===== config.mk =====
export PLATFORM = sky130hd
export DESIGN_NAME = rr_grant_arbiter
export DESIGN_NICKNAME = d
export VERILOG_FILES = /design/src/rtl/rr_grant_arbiter.sv
export SDC_FILE = /design/constraint.sdc
export NUM_CORES = 1
export LEC_CHECK = 0
export CAP_MARGIN = 20
export CORE_MARGIN = 2
export CORE_UTILIZATION = 49
export CTS_BUF_LIST = sky130_fd_sc_hd__clkbuf_2
export DETAILED_ROUTE_END_ITERATION = 12
export PLACE_DENSITY_LB_ADDON = 0.08
export REMOVE_ABC_BUFFERS = 1
export SLEW_MARGIN = 10
export SYNTH_ARGS = -nofsm -noshare
export SYNTH_HDL_FRONTEND = slang
export SYNTH_SLANG_ARGS = --single-unit

===== constraint.sdc =====
create_clock -name clk -period 2.84 [get_ports clk]
set_input_delay 0.568 -clock clk [delete_from_list [all_inputs] [get_ports clk]]
set_output_delay 0.568 -clock clk [all_outputs]
set_load 0.1 [all_outputs]

===== src/rtl/rr_grant_arbiter.sv =====
// rtl/rr_grant_arbiter.sv - 4-way round-robin arbiter with registered grant, ready handshake and timeout.
// Optional grant lock on accept is enabled by defining ARB_LOCK_EN.
module rr_grant_arbiter #(
    parameter int TIMEOUT = 8,
    parameter int CNT_W   = 4
) (
    input  logic       clk,
    input  logic       rst,
    input  logic [3:0] req,
    input  logic       ready,
`ifdef ARB_LOCK_EN
    input  logic       lock,
`endif
    output logic       grant_valid,
    output logic [1:0] grant_idx,
    output logic       timeout
);

    typedef enum logic {
        IDLE  = 1'b0,
        GRANT = 1'b1
    } state_t;

    localparam bit               TO_EN   = (TIMEOUT != 0);
    localparam logic [CNT_W-1:0] TO_LAST = TO_EN ? CNT_W'(TIMEOUT - 1) : '0;
    localparam logic [CNT_W-1:0] CNT_MAX = '1;

    state_t           state;
    logic [1:0]       ptr;
    logic [CNT_W-1:0] wait_cnt;

    // First set request bit, scanning upward (mod 4) from the priority pointer.
    function automatic logic [1:0] pick(input logic [3:0] r, input logic [1:0] p);
        logic [1:0] idx;
        pick = p;
        for (int k = 3; k >= 0; k--) begin
            idx = p + 2'(k);
            if (r[idx]) pick = idx;
        end
    endfunction

    logic [1:0] idx_inc;
    logic [1:0] accept_ptr;
    logic       relock;
    logic [1:0] winner_idle;
    logic [1:0] winner_acc;
    logic       expire;

    assign idx_inc = grant_idx + 2'd1;

`ifdef ARB_LOCK_EN
    assign accept_ptr = lock ? ptr : idx_inc;
    assign relock     = lock && req[grant_idx];
`else
    assign accept_ptr = idx_inc;
    assign relock     = 1'b0;
`endif

    assign winner_idle = pick(req, ptr);
    assign winner_acc  = pick(req, accept_ptr);
    assign expire      = TO_EN && (wait_cnt == TO_LAST);

    always_ff @(posedge clk) begin
        if (rst) begin
            state       <= IDLE;
            grant_valid <= 1'b0;
            grant_idx   <= 2'd0;
            timeout     <= 1'b0;
            ptr         <= 2'd0;
            wait_cnt    <= '0;
        end else begin
            timeout <= 1'b0;
            case (state)
                IDLE: begin
                    if (|req) begin
                        grant_idx   <= winner_idle;
                        grant_valid <= 1'b1;
                        wait_cnt    <= '0;
                        state       <= GRANT;
                    end
                end
                GRANT: begin
                    if (ready) begin
                        // Accept wins over an expiring wait in the same cycle.
                        ptr      <= accept_ptr;
                        wait_cnt <= '0;
                        if (relock) begin
                            grant_idx <= grant_idx;
                        end else if (|req) begin
                            grant_idx <= winner_acc;
                        end else begin
                            grant_valid <= 1'b0;
                            state       <= IDLE;
                        end
                    end else if (expire) begin
                        grant_valid <= 1'b0;
                        timeout     <= 1'b1;
                        ptr         <= idx_inc;
                        state       <= IDLE;
                    end else if (wait_cnt != CNT_MAX) begin
                        wait_cnt <= wait_cnt + 1'b1;
                    end
                end
                default: begin
                    state       <= IDLE;
                    grant_valid <= 1'b0;
                end
            endcase
        end
    end

endmodule


After elaboration in Yosys (flattened, before gate mapping)
Index checks and enable logic that the tools add are counted.
{ "op_classes": {"addsub": 8, "magnitude_cmp": 8, "eq_ne": 9, "mux": 45, "n_bitwise": 1, "n_reduce_logical": 7} }
{ "op_table": {"columns": ["cell", "count"], "rows": [
  ["$mux W2", 13],
  ["$lt A2 B3 Y1 const B", 8],
  ["$bmux W1 S2", 8],
  ["$mux W1", 16],
  ["$mux W4", 4],
  ["$reduce_and A3 Y1", 3],
  ["$add A2 B2 Y2 const B", 4],
  ["$pmux W4 S2", 1],
  ["$add A2 B1 Y2 const B", 3],
  ["$ne A3 B2 Y1 const B", 2],
  ["$ne A3 B3 Y1 const B", 2],
  ["$add A4 B1 Y4 const B", 1],
  ["$eq A4 B3 Y1 const B", 1],
  ["$ne A2 B2 Y1 const B", 2],
  ["$ne A4 B4 Y1 const B", 1],
  ["$pmux W1 S2", 2],
  ["$pmux W2 S2", 1],
  ["$reduce_or A4 Y1", 1],
  ["$reduce_or A3 Y1", 1],
  ["$ne A2 B1 Y1 const B", 1],
  ["$reduce_and A2 Y1", 1],
  ["$reduce_bool A2 Y1", 1],
  ["$not A1 Y1", 1]
]} }
{ "word_totals": {"register_bits": 11, "in_bits": 7, "output_inout_bits": 4} }

Logic depth before layout (Yosys ltp)
{ "logic_depth": {"depth_word": 11, "mapped_depth": 5, "ltp_nobuf": 5} }

Worst setup path before layout
OpenSTA, ideal clock, no wires.
{ "synth_timing": {"kind": "register to register", "from": "register grant_idx[0]", "to": "register grant_idx[0]", "arrival_ns": 2.513, "required_ns": 2.749, "path_slack_ns": 0.236, "stages_incl_launch_ff": 6, "period_less_slack_ns": 2.604, "path_cell_list": "dfxtp_1 > clkbuf_2 > nor4b_1 > or4_4 > or4b_1 > a311oi_1"} }
{ "synth_via": {"elab_chain_cells": 11, "elab_cells_between_ends": 19, "classes_between": "add/sub (4); mux (15)"} }
{ "synth_rtl": {"columns": ["item", "line_no", "rtl"], "rows": [
  ["start: declaration", "15", "output logic [1:0] grant_idx,"],
  ["start signal: assignment", "76", "grant_idx <= winner_idle;"],
  ["start signal: assignment", "88", "grant_idx <= grant_idx;"],
  ["start signal: assignment", "90", "grant_idx <= winner_acc;"],
  ["$add A2 B1 Y2 (*)", "49", "assign idx_inc = grant_idx + 2'd1;"],
  ["$add A2 B2 Y2", "37", "idx = p + 2'(k);"],
  ["$bmux W1 S2", "38", "if (r[idx]) pick = idx;"],
  ["$mux W1 (implied by the code)", "38", null],
  ["$mux W2 (3 in series)", "38", null],
  ["$mux W2 (*)", "38", null],
  ["$mux W2 (*)", "89", "end else if (|req) begin"],
  ["$mux W2 (*)", "83", "if (ready) begin"],
  ["$pmux W2 S2 (*)", "73", "case (state)"]
]} }
Every way passes the cells marked *; elsewhere a longest branch is shown, timed or not. The select of a mux whose other input is x is not followed.
A chain may end at the register's enable or synchronous reset.

Worst setup path after layout
{ "layout_timing": {"from": "input port req[2]", "to": "register grant_idx[0]"} }
{ "layout_via": {"elab_chain_cells": 9, "elab_cells_between_ends": 32, "classes_between": "eq/ne (2); mux (28); reduce/logical (2)"} }
{ "layout_rtl": {"columns": ["item", "line_no", "rtl"], "rows": [
  ["start: declaration", "9", "input logic [3:0] req,"],
  ["$bmux W1 S2", "38", null],
  ["$mux W1 (implied by the code)", "38", null],
  ["$mux W2 (4 in series)", "38", null],
  ["$mux W2", "89", null],
  ["$mux W2", "83", null],
  ["$pmux W2 S2", "73", null]
]} }
Parallel ways exist; a longest one is shown, timed or not. The select of a mux whose other input is x is not followed.

==> reports/metrics.csv <==
stage,metric,value,unit
cts,CTS Sinks,11,
final_layout,Reg area,220,sq um
cts,Root Buffer,clkbuf_2,
global_routing,Total GRT Usage,0.211,
drt,Vias,728,
yosys,syn avg cell area,7.95,sq um
critical_path,Worst path max stage delay,0.62,ns
timing,Max-Slew Margin vs Limit,0.588,
critical_path,Worst Path Required,3.02,ns
drt,post-route ant nets,0,
timing,max-slew violation count,0,
final_layout,area of the multi-input gates,450,sq um
yosys,Yosys top cell area share,0.308,
yosys,fraction of registers with async set/reset,0,
cts,clock tree buffer depth,2,
yosys,Mapped Area,716,sq um
final_layout,fraction of layout cells with a size suffix above 1,0.120,
die,row count,13,
drt,Wirelength per Cell,14.1,um
min_path,Hold Crit Class,reg -> reg,
yosys,"FF+latch count, synth",11,
cts,"CTS clk-pin slew, worst paths",0.10,ns
drt,via/cell ratio,6.33,
cts,post-CTS setup buffers,0,
cts,Post-CTS Hold Buffers,0,
critical_path,worst-path maximum fanout,10,
final_layout,FILL cells,124,
timing,RSZ-0062 raised after global routing,false,
drt,drt first pass iters,4,
power,Leak,0.000328,uW
placed_design,Final GP Congestion,0.852,
global_routing,initial antenna violation count,0,
timing,WHS,0.485,ns
critical_path,CP Buf/Inv Count,1,
timing,"Period Utilization, post-route",0.832,
final_layout,Inserted Diodes,0,
timing,Fin. Hold Viols,0,
yosys,register area share after synthesis,0.308,
die,Starting Density,0.537,
die,Die ar.,1780,sq um
yosys,dominant synthesized flop cell,dfxtp_1,
power,"IR drop worst, VDD",265,uV
critical_path,Worst path slowest cell,clkdlybuf4s50_1,
placed_design,Detailed Place HPWL,1230,um
critical_path,CP Capture Type,flip-flop,
cts,CTS resizes,0,
power,power density cells,447,nW/um^2
drt,initial drt markers,14,
yosys,post-synth top area cell,dfxtp_1,
yosys,synth top area cells,"dfxtp_1 (31%), nor2_1 (5.2%), nand2b_1 (4.4%), a211oi_1 (4.2%), a21oi_1 (3.5%)",
global_routing,total grt overflow,0,
die,Die Ht,42.2,um
timing,Clock Skew,0.0119,ns
die,io pins,11,
final_layout,Nets,109,
die,core area,1330,sq um
flow_run,Max Cap Violations,0,
timing,Tmin final,2.36,ns
global_routing,largest net degree at the start of global routing,13,
critical_path,WP data arrival,2.54,ns
yosys,top post-synthesis cells by count,"dfxtp_1 (11), nor2_1 (10), nand2_1 (6)",
timing,highest clock rate,423,MHz
timing,Setup-failing EPs final,0,
yosys,Ys Warns,0,
drt,drt total wl,1620,um
yosys,Synth Instances,90,
global_routing,first-pass GRT wire length,2860,um
yosys,number of synthesized flops with an enable pin,0,
cts,CTS H-tree depth,1,
critical_path,worst path cell trace,clkdlybuf4s50_1 -> nor4bb_1 -> or4_4 -> or4b_1 -> a311oi_1,
cts,clk_lat worst skew,0.27,ns
critical_path,WS Path Type,in -> reg,
timing,setup TNS,0,ns
cts,CTS tree,yes,
die,Die X,42.2,um
critical_path,critical path's top delay family,simple AND/OR/NAND/NOR gates,
yosys,top-count cell post-synth,dfxtp_1,
global_routing,vias in the first global route,685,
timing,Slew @ Worst Pin,0.602,ns
run_status,status,completed,
critical_path,critical path launch point type,input port,
cts,CTS buffer count,3,
yosys,Netlist cell types,38,
final_layout,synthesis-to-finish area growth,16.4,%
placed_design,IO buf count,10,
drt,DRC violations left,0,
placed cells by master, fill, tap and decap left out:
cell type,synthesis,final
and3b_1,1,1
or4_1,1,1
o311a_1,1,1
a22oi_1,1,1
o21ai_1,3,3
nor4b_1,2,2
nor4_1,1,1
clkdlybuf4s50_1,0,6
or4_4,1,1
o311ai_0,1,1
a2111oi_0,2,2
inv_1,3,3
and4b_1,1,1
a211oi_1,4,4
nand2_1,6,6
dfxtp_1,11,11
buf_4,1,7
clkbuf_2,1,4
and3_1,1,1
ha_1,1,1
a21boi_0,1,1
o22ai_1,1,1
nor2_1,10,10
a311oi_1,2,2
xor2_1,1,1
o211ai_1,1,1
nand4b_1,2,2
nand2b_1,5,5
o31ai_1,1,1
nor3_1,3,3
or4b_1,1,1
o21bai_1,1,1
nor4bb_1,2,2
a21oi_1,5,5
nor2b_1,4,4
o21ai_0,1,1
mux2i_1,1,1
final cells by class:
| class | instances | share of cell area |
|---|---|---|
| timing repair buffer | 13 | 0.135 |
| multi-input combinational | 69 | 0.541 |
| clock buffer | 4 | 0.0240 |
| tap | 15 | 0.0225 |
| inverter | 3 | 0.0135 |
| sequential | 11 | 0.264 |
path summary, 6_finish.rpt:
kind | cells past startpoint | slack [ns] | from | to
worst max-delay path | 5 | 0.48 | req[2] | grant_idx[0]
worst min-delay path | 2 | 0.49 | wait_cnt[1] | wait_cnt[1]
worst max register to register | 4 | 0.87 | grant_idx[0] | grant_idx[0]
worst min register to register | 2 | 0.49 | wait_cnt[1] | wait_cnt[1]
cell families after synthesis:
| kind of cell | after synthesis | share of synthesized area |
|---|---|---|
| multiplexers | 1 | 0.0140 |
| AO/OA/AOI/OAI | 25 | 0.241 |
| flip-flops | 11 | 0.308 |
| AND/OR/NAND/NOR | 41 | 0.344 |
| adder cells (fa/ha/maj) | 1 | 0.0175 |
| XOR/XNOR | 1 | 0.0122 |
| buffers and inverters | 10 | 0.0629 |
power breakdown:
part           switching (uW)  leakage, uW  internal [uW]  total, uW
Clock                    55.8    0.0000166           37.3       93.2
Combinational            62.8     0.000221           39.8        103
Sequential               14.0    0.0000902            162        176
worst reg2reg max path, stage by stage, from the launching register on:
cell	delay (ns)
dfxtp_1	0.43
and4b_1	0.24
or4_4	0.50
or4b_1	0.46
a311oi_1	0.25
state kept, by name, summed over array words and instances (netlist names):
name,flops
timeout,1
ptr,2
state,1
grant_valid,1
grant_idx,2
wait_cnt,4
metal layers:
metal	GRT usage	share of wire	up-vias
met5	0	0	-
met4	0.150	0.033	0
met3	0.0517	0.038	8
met2	0.342	0.46	17
met1	0.238	0.47	343
li1	-	-	360
metrics by stage:
stage / worst slack [ns] / area, sq um / total power [uW] / util / std cells
floorplan: 0.328 / 682 / 246 / - / 83
global placement: 0.233 / 813 / 281 / 0.610 / 111
detailed placement: 0.187 / 813 / 283 / 0.610 / 111
CTS: 0.473 / 833 / 372 / 0.625 / 115
global route: 0.373 / 833 / 391 / 0.625 / 115
finish: 0.478 / 833 / 372 / 0.625 / 115
No activity file was read; power rests on OpenSTA's default activity.
